`config.mk`:
```
export PLATFORM = sky130hd
export DESIGN_NAME = imem_responder
export DESIGN_NICKNAME = d
export VERILOG_FILES = /design/src/rtl/imem_pkg.sv /design/src/rtl/imem_rsp_fifo.sv /design/src/rtl/imem_responder.sv
export SDC_FILE = /design/constraint.sdc
export NUM_CORES = 1
export LEC_CHECK = 0
export ABC_AREA = 1
export CAP_MARGIN = 0
export CORE_MARGIN = 5
export CORE_UTILIZATION = 55
export DETAILED_ROUTE_END_ITERATION = 6
export PLACE_DENSITY = 0.79
export SETUP_SLACK_MARGIN = 0.3
export SLEW_MARGIN = 30
export SYNTH_ARGS = -nofsm -noshare
export SYNTH_HDL_FRONTEND = slang
export SYNTH_SLANG_ARGS = --single-unit
```
`constraint.sdc`:
```
create_clock -name clk -period 10 [get_ports clk]
set_input_delay 2 -clock clk [delete_from_list [all_inputs] [get_ports clk]]
set_output_delay 2 -clock clk [all_outputs]
set_load 0.02 [all_outputs]
```
`src/rtl/imem_pkg.sv`:
```
// Shared types and constants for the instruction-memory responder: ROM image,
// response entry layout and legal parameter bounds.
package imem_pkg;

    localparam int IMEM_MAX_WORDS = 1024;
    localparam int IMEM_IDX_W     = 10;

    localparam int LATENCY_MIN    = 1;
    localparam int LATENCY_MAX    = 4;
    localparam int FIFO_DEPTH_MIN = 2;
    localparam int FIFO_DEPTH_MAX = 8;

    typedef logic [IMEM_MAX_WORDS-1:0][31:0] imem_rom_t;

    typedef struct packed {
        logic [31:0] instr;
        logic [63:0] addr;
        logic        err;
    } imem_rsp_t;

    localparam int RSP_W = $bits(imem_rsp_t);

    // Odd multiplier keeps every word distinct, so a wrong index never aliases.
    function automatic imem_rom_t gen_init();
        imem_rom_t rom;
        for (int i = 0; i < IMEM_MAX_WORDS; i++) begin
            rom[i[IMEM_IDX_W-1:0]] = 32'h1300_0000 ^ (32'(i) * 32'h9E37_79B9);
        end
        return rom;
    endfunction

    localparam imem_rom_t IMEM_INIT = gen_init();

endpackage

```
`src/rtl/imem_rsp_fifo.sv`:
```
// Synchronous response FIFO with a single-edge flush; head output reads as zero
// whenever the FIFO is empty.
module imem_rsp_fifo #(
    parameter int WIDTH = 97,
    parameter int DEPTH = 2
) (
    input  logic             clk,
    input  logic             reset,
    input  logic             flush,
    input  logic             push,
    input  logic [WIDTH-1:0] push_data,
    input  logic             pop,
    output logic             valid,
    output logic [WIDTH-1:0] head
);

    localparam int PW    = $clog2(DEPTH);
    localparam int CNT_W = PW + 1;

    logic [WIDTH-1:0] mem [DEPTH];
    logic [PW-1:0]    wr_ptr;
    logic [PW-1:0]    rd_ptr;
    logic [CNT_W-1:0] count;
    logic             full;
    logic             do_push;
    logic             do_pop;

    assign valid   = (count != '0);
    assign full    = (count == CNT_W'(DEPTH));
    assign do_push = push && !full;
    assign do_pop  = pop && valid;
    assign head    = valid ? mem[rd_ptr] : '0;

    // Pointers wrap naturally because DEPTH is a power of two.
    always_ff @(posedge clk) begin
        if (!reset || flush) begin
            wr_ptr <= '0;
            rd_ptr <= '0;
            count  <= '0;
        end else begin
            if (do_push) begin
                wr_ptr <= wr_ptr + PW'(1);
            end
            if (do_pop) begin
                rd_ptr <= rd_ptr + PW'(1);
            end
            if (do_push && !do_pop) begin
                count <= count + CNT_W'(1);
            end else if (do_pop && !do_push) begin
                count <= count - CNT_W'(1);
            end
        end
    end

    always_ff @(posedge clk) begin
        if (reset && !flush && do_push) begin
            mem[wr_ptr] <= push_data;
        end
    end

endmodule

```
`src/rtl/imem_responder.sv`:
```
// Fixed-latency instruction ROM responder for the fetch stage. Optional address
// error checking is enabled by defining IMEM_ERR_CHECK_EN.
module imem_responder
    import imem_pkg::*;
#(
    parameter int DEPTH_WORDS = 64,
    parameter int LATENCY     = 2,
    parameter int FIFO_DEPTH  = 2
) (
    input  logic        clk,
    input  logic        reset,
    input  logic        req_valid,
    output logic        req_ready,
    input  logic [63:0] req_addr,
    input  logic        flush,
    output logic        rsp_valid,
    input  logic        rsp_ready,
    output logic [31:0] rsp_instr,
    output logic [63:0] rsp_addr,
    output logic        rsp_err
);

    localparam int AW = $clog2(DEPTH_WORDS);
    localparam int CW = $clog2(FIFO_DEPTH + 1);

    if (LATENCY < LATENCY_MIN || LATENCY > LATENCY_MAX ||
        FIFO_DEPTH < FIFO_DEPTH_MIN || FIFO_DEPTH > FIFO_DEPTH_MAX ||
        (FIFO_DEPTH & (FIFO_DEPTH - 1)) != 0 ||
        DEPTH_WORDS < 16 || DEPTH_WORDS > IMEM_MAX_WORDS ||
        (DEPTH_WORDS & (DEPTH_WORDS - 1)) != 0) begin : g_param_check
        $error("imem_responder: parameter out of range");
    end

    // Handshakes: a transfer happens on a rising edge where valid && ready are
    // both high; flush overrides both channels on that edge (nothing transfers).
    logic            accept;
    logic            pop;
    logic [CW-1:0]   outstanding;
    logic [AW-1:0]   rd_idx;
    imem_rsp_t       rd_ent;
    logic [LATENCY-1:0] stg_valid;
    imem_rsp_t       stg_ent [LATENCY];
    imem_rsp_t       head;

    // Outstanding covers pipeline plus FIFO, so the FIFO can never overflow.
    assign req_ready = reset && !flush && (outstanding < CW'(FIFO_DEPTH));
    assign accept    = req_valid && req_ready;
    assign pop       = rsp_valid && rsp_ready && !flush;
    assign rd_idx    = req_addr[AW+1:2];

    always_comb begin
        rd_ent.addr = req_addr;
`ifdef IMEM_ERR_CHECK_EN
        rd_ent.err   = (req_addr[1:0] != 2'b00) || (req_addr[63:AW+2] != '0);
        rd_ent.instr = rd_ent.err ? 32'h0 : IMEM_INIT[IMEM_IDX_W'(rd_idx)];
`else
        rd_ent.err   = 1'b0;
        rd_ent.instr = IMEM_INIT[IMEM_IDX_W'(rd_idx)];
`endif
    end

    always_ff @(posedge clk) begin
        if (!reset || flush) begin
            outstanding <= '0;
        end else if (accept && !pop) begin
            outstanding <= outstanding + CW'(1);
        end else if (pop && !accept) begin
            outstanding <= outstanding - CW'(1);
        end
    end

    // Stage 0 holds the ROM read result; the last stage feeds the FIFO.
    always_ff @(posedge clk) begin
        if (!reset || flush) begin
            stg_valid <= '0;
        end else begin
            stg_valid[0] <= accept;
            for (int i = 1; i < LATENCY; i++) begin
                stg_valid[i] <= stg_valid[i-1];
            end
        end
    end

    always_ff @(posedge clk) begin
        stg_ent[0] <= rd_ent;
        for (int i = 1; i < LATENCY; i++) begin
            stg_ent[i] <= stg_ent[i-1];
        end
    end

    imem_rsp_fifo #(
        .WIDTH (RSP_W),
        .DEPTH (FIFO_DEPTH)
    ) u_fifo (
        .clk       (clk),
        .reset     (reset),
        .flush     (flush),
        .push      (stg_valid[LATENCY-1]),
        .push_data (stg_ent[LATENCY-1]),
        .pop       (pop),
        .valid     (rsp_valid),
        .head      (head)
    );

    assign rsp_instr = head.instr;
    assign rsp_addr  = head.addr;
    assign rsp_err   = head.err;

endmodule

```
# Word-level counts from Yosys, hierarchy flattened
# Memory sizes are Yosys's and may differ from the RTL's. A register that Yosys moved wholly into a read port is not among the register bits.
# Index checks and enable logic that the tools add are counted.
# classes
add_sub_neg,6
n_lt_le_gt_ge,2
n_eq_ne,1
n_mux,10
n_reduce_logical,23
# op_table
operator,count
$mux 97,1
$mux 32,1
$logic_and 1x1->1,12
$lt 6x11->1 const B,1
$mux 2,4
$logic_not 1->1,7
$reduce_bool 2->1,3
$add 2x1->2 const B,2
$mux 1,4
$sub 2x1->2 const B,2
$add 1x1->1 const B,2
$eq 2x2->1 const B,1
$lt 2x2->1 const B,1
$logic_or 1x1->1,1
# word_totals
ff_bits,8
ramBits,388
mem_bits_ro,2048
out_inout_bits,99
elab_cells,50
memories,3
# memory_table
name,words,width,read_ports,rd_clocked_by_memory_dff,write_ports,line,rtl
(no name shown),64,32,1,0,0,imem_responder.sv:58,rd_ent.instr = IMEM_INIT[IMEM_IDX_W'(rd_idx)];
stg_ent,2,97,2,0,2,imem_responder.sv:42,imem_rsp_t stg_ent [LATENCY];
u_fifo.mem,2,97,1,1,1,imem_rsp_fifo.sv:20,logic [WIDTH-1:0] mem [DEPTH];

# Logic depth before layout (Yosys ltp)
# depth
ltp_word,8
mapped_depth,11
mapped_depth_nobuf,11

# Hierarchy
# From an unflattened synthesis, not the netlist that was laid out.
# unflattened
cells_unflattened,1189
area_unflattened_um2,13381.6
# by_module_without_submodules
mod,n_inst,cells_per_inst,area_per_inst_um2
imem_rsp_fifo,1,556,7523.5
imem_responder,1,633,5858.1

# Least setup slack after synthesis
# No wires, ideal clock.
# synth_path
kind,input port to flip-flop
start,input flush
end,"memory u_fifo.mem[1][10], enable pin"
setup_time_ps,658
t_arrival_ps,8613
required_ps,9342
setup_slack_ps,729
stages,3
n_path_buf,0
cell_sequence,inv_1 -> nand2_1 -> nor3_1
# synth_via
elab_chain_len,5
# synth_lines
element,line,rtl
from (decl),imem_responder.sv:15,"input logic flush,"
$logic_not 1->1,imem_rsp_fifo.sv:56,if (reset && !flush && do_push) begin
$logic_and 1x1->1 (2 in a row),imem_rsp_fifo.sv:56,
$mux 1,imem_rsp_fifo.sv:56,
$mux 1 (implied by the code),imem_rsp_fifo.sv:57,mem[wr_ptr] <= push_data;
to (decl),imem_rsp_fifo.sv:20,
# Every way passes these cells.

# Worst setup path in the final report
# layout_path
start,input flush
end,output req_ready
# layout_via
elab_chain_len,3
# layout_lines
element,line,rtl
$logic_not 1->1,imem_responder.sv:46,assign req_ready = reset && !flush && (outstanding < CW'(FIFO_DEPTH));
$logic_and 1x1->1 (2 in a row),imem_responder.sv:46,
to (decl),imem_responder.sv:13,"output logic req_ready,"
# Every way passes these cells.

==> results.py <==
metrics = {
    "cts": {
        "clk_transition_reported_paths_ns": 0.06,
        "holdBufCountCts": 0,
        "cts_setup_buffers": 0,
        "ctsHtreeMaxLevel": 2,
        "cts_sinks": 381,
        "clock_insertion_delay_worst_skew_ns": 0.50,
        "ctsResizeCount": 0,
        "clockBufferDepth": 3,
        "tritoncts": "done",
        "cts_buffers": 35,
        "ctsRootBufferMaster": "sky130_fd_sc_hd__clkbuf_16",
    },
    "route": {
        "first_pass_iters": 6,
        "drc_errors": 0,
        "vias": 8603,
        "route.detailed.wl_per_inst_um": 16.8,
        "via_per_inst": 5.14,
        "antenna_violating_nets_post_route": 0,
        "routed_wl_mm": 28.1,
        "detail_route.iter0.violations": 745,
    },
    "layout": {
        "mostFrequentLayoutCell": "sky130_fd_sc_hd__nand2_1",
        "antenna-diode-count": 0,
        "area_growth_syn_to_fin_pct": 22.5,
        "share_of_final_layout_standard_cells_stronger_than_drive_strength_1_pct": 6.19,
        "layout_common_cells": "sky130_fd_sc_hd__nand2_1 (408), sky130_fd_sc_hd__dfxtp_1 (194), sky130_fd_sc_hd__edfxtp_1 (186)",
        "num-nets-final": 1414,
    },
    "yosys": {
        "ys_seq_area_share_pct": 72.5,
        "synth_compound_gate_area_share_pct": 5.78,
        "synth.yosys.warnings": 0,
        "main_combinational_cell_family_by_area_after_synthesis": "simple AND/OR/NAND/NOR gates",
        "synth_mux_area_share_pct": 0,
        "synth.ff_latch_count": 381,
        "syn-instance-count": 1179,
        "mappedNetlistNets": 1262,
        "synth_cell_types": 29,
        "synth_top_area_share_pct": 42.7,
        "synth_top_cells_by_area": "sky130_fd_sc_hd__edfxtp_1 (43%), sky130_fd_sc_hd__dfxtp_1 (30%), sky130_fd_sc_hd__nand2_1 (12%)",
        "synthesis.area_um2": 13100,
        "synth_xor_xnor_area_share_pct": 0,
        "synthAdderAreaFrac_pct": 1.34,
        "yosys.area.top_type": "sky130_fd_sc_hd__edfxtp_1",
        "post_synth_and_or_nand_nor_area_fraction_pct": 16.7,
        "postSynthAreaPerCell_um2": 11.1,
    },
    "critical_path": {
        "timing_worst_setup_path_type": "input port to primary output",
        "worstPathRequired_ns": 8.00,
        "startpoint_type": "input port",
        "setup.reg_to_reg.worst_slack_ns": 7.52,
        "critPathCaptureType": "primary output",
        "cp_data_arrival_time_ns": 3.47,
        "cpMaxStageDelayCell": "sky130_fd_sc_hd__clkdlybuf4s50_1",
        "crit_chain": "clkdlybuf4s50_1 -> inv_1 -> nand2_1 -> nor2_1 -> clkdlybuf4s50_1",
        "critical-path-max-stage-delay_ns": 0.62,
        "worst_path_dominant_cell_family": "buffers and inverters",
        "crit_top_cell": "sky130_fd_sc_hd__clkdlybuf4s50_1",
        "path_max_fanout": 8,
        "critPathBufInv": 3,
    },
    "power": {
        "irDropWorstVdd_uv": 101,
        "totalPowerFinal_uw": 3130,
        "power.static_leakage_uw": 0.00630,
        "pwr_density_cell_nw_per_um2": 196,
    },
    "floorplanning": {
        "placementRows": 56,
        "dieWidth_um": 164,
        "start_util_pct": 55.8,
        "die_h_um": 164,
        "die_area_um2": 27000,
        "num_io_pins": 168,
        "core-area_um2": 23500,
    },
    "timing": {
        "finalWorstSetupSlack_ns": 4.53,
        "fin_tns_setup_ns": 0,
        "skew_ns": 0.00976,
        "max_slew_margin_pct": 48.6,
        "period_utilization_post_route_pct": 54.7,
        "tightest_slew_ns": 0.771,
        "setup_violation_total_in_the_final_timing_report": 0,
        "fmax_ghz": 0.183,
        "rsz0062_at_grt": "false",
        "min_period_ns": 5.47,
        "timing.final.hold_violations": 0,
        "final.hold.worst_slack_ns": 0.322,
        "drv_slew": 0,
    },
    "global_routing": {
        "grt_pass1_vias": 8396,
        "globalRouteTotalUtil_pct": 20.4,
        "initial_antenna_violation_count": 0,
        "grt_pass1_wl_mm": 43.7,
        "grt_max_degree": 94,
        "grt.overflow.total": 0,
    },
    "place": {
        "pre_cts_ws_ns": 4.52,
        "place.port_buffers": 166,
        "global_placement_routability_congestion": 0.881,
        "detailedPlacementHpwl_mm": 17.2,
    },
    "job": {
        "total_of_max_cap_violations": 0,
    },
    "min_path": {
        "hold_path_class": "flip-flop to flip-flop",
    },
    "run_status": {
        "outcome": "completed",
    },
}
## through the flow
stage | utilization (%) | std cells | cell area [um2]
finish | 68.3 | 1675 | 16000
detailed placement | 63.6 | 1613 | 14900
floorplan | - | 1179 | 13100
CTS | 68.3 | 1675 | 16000
global route | 68.3 | 1675 | 16000
global placement | 63.5 | 1612 | 14900
## path summary, 6_finish.rpt
path	startpoint	to	depth (start not counted)
max	flush	req_ready	5
min	stg_ent[0][50]	stg_ent[0][147]	0
max reg2reg	u_fifo.count[1]	u_fifo.mem[0][61]	7
min reg2reg	stg_ent[0][50]	stg_ent[0][147]	0
## cell families after synthesis
kind of cell | count (synthesis)
compound gates | 147
fa+ha+maj | 14
buf+inv | 99
flops | 381
other cells | 1
simple gates | 537
## area by class of cell
class / instances / area, um2
Fill cell: 1637 / 7440
Clock buffer: 47 / 991
Tap cell: 319 / 399
Clock inverter: 15 / 111
Timing Repair Buffer: 177 / 1760
Inverter: 37 / 141
Multi-Input combinational cell: 699 / 3130
Sequential cell: 381 / 9490
## worst register-to-register path, cell delays in order, from the launching register on
cell	delay, ns
sky130_fd_sc_hd__dfxtp_1	0.29
sky130_fd_sc_hd__inv_1	0.10
sky130_fd_sc_hd__o21ai_0	0.16
sky130_fd_sc_hd__inv_1	0.12
sky130_fd_sc_hd__nand2_1	0.10
sky130_fd_sc_hd__nor2_4	0.09
sky130_fd_sc_hd__buf_4	0.51
sky130_fd_sc_hd__buf_4	0.72
## cell usage after synthesis
cell type	instances
sky130_fd_sc_hd__nand2_1	408
sky130_fd_sc_hd__dfxtp_1	195
sky130_fd_sc_hd__edfxtp_1	186
sky130_fd_sc_hd__a21oi_1	112
sky130_fd_sc_hd__nand3_1	93
sky130_fd_sc_hd__inv_1	33
sky130_fd_sc_hd__buf_2	22
sky130_fd_sc_hd__nor2_1	20
sky130_fd_sc_hd__clkbuf_1	19
sky130_fd_sc_hd__o21ai_0	19
sky130_fd_sc_hd__ha_1	14
sky130_fd_sc_hd__buf_4	13
sky130_fd_sc_hd__o21ai_1	9
sky130_fd_sc_hd__buf_1	4
sky130_fd_sc_hd__buf_6	4
sky130_fd_sc_hd__a21oi_2	3
sky130_fd_sc_hd__inv_2	3
sky130_fd_sc_hd__nand2_2	3
sky130_fd_sc_hd__nand4_1	3
sky130_fd_sc_hd__o211ai_1	3
sky130_fd_sc_hd__nor2_4	2
sky130_fd_sc_hd__nor3_1	2
sky130_fd_sc_hd__nor3b_1	2
sky130_fd_sc_hd__or2_2	2
sky130_fd_sc_hd__conb_1	1
sky130_fd_sc_hd__inv_4	1
sky130_fd_sc_hd__nor2_2	1
sky130_fd_sc_hd__o21bai_1	1
sky130_fd_sc_hd__or2_0	1
## report_power, final
| group | switching (uW) | internal [uW] |
|---|---|---|
| combinational | 100 | 64.3 |
| clock | 527 | 725 |
| sequential | 20.2 | 1700 |
## state kept, by name, indices dropped and copies added (netlist names), named ones only
register and flops:
u_fifo.count 2, stg_ent 186, u_fifo.wr_ptr 1, u_fifo.rd_ptr 1, stg_valid 2, outstanding 2
u_fifo.mem 186
## metal layers
metal / vias to the layer above / wire (um) / global-route usage [%]
met1: 4047 / 11800 / 27.2
met2: 273 / 13700 / 34.3
met3: 42 / 1950 / 3.64
met4: 0 / 620 / 6.52
met5: - / 0 / 0
li1: 4241 / - / -
No activity file was read; power rests on OpenSTA's default activity.
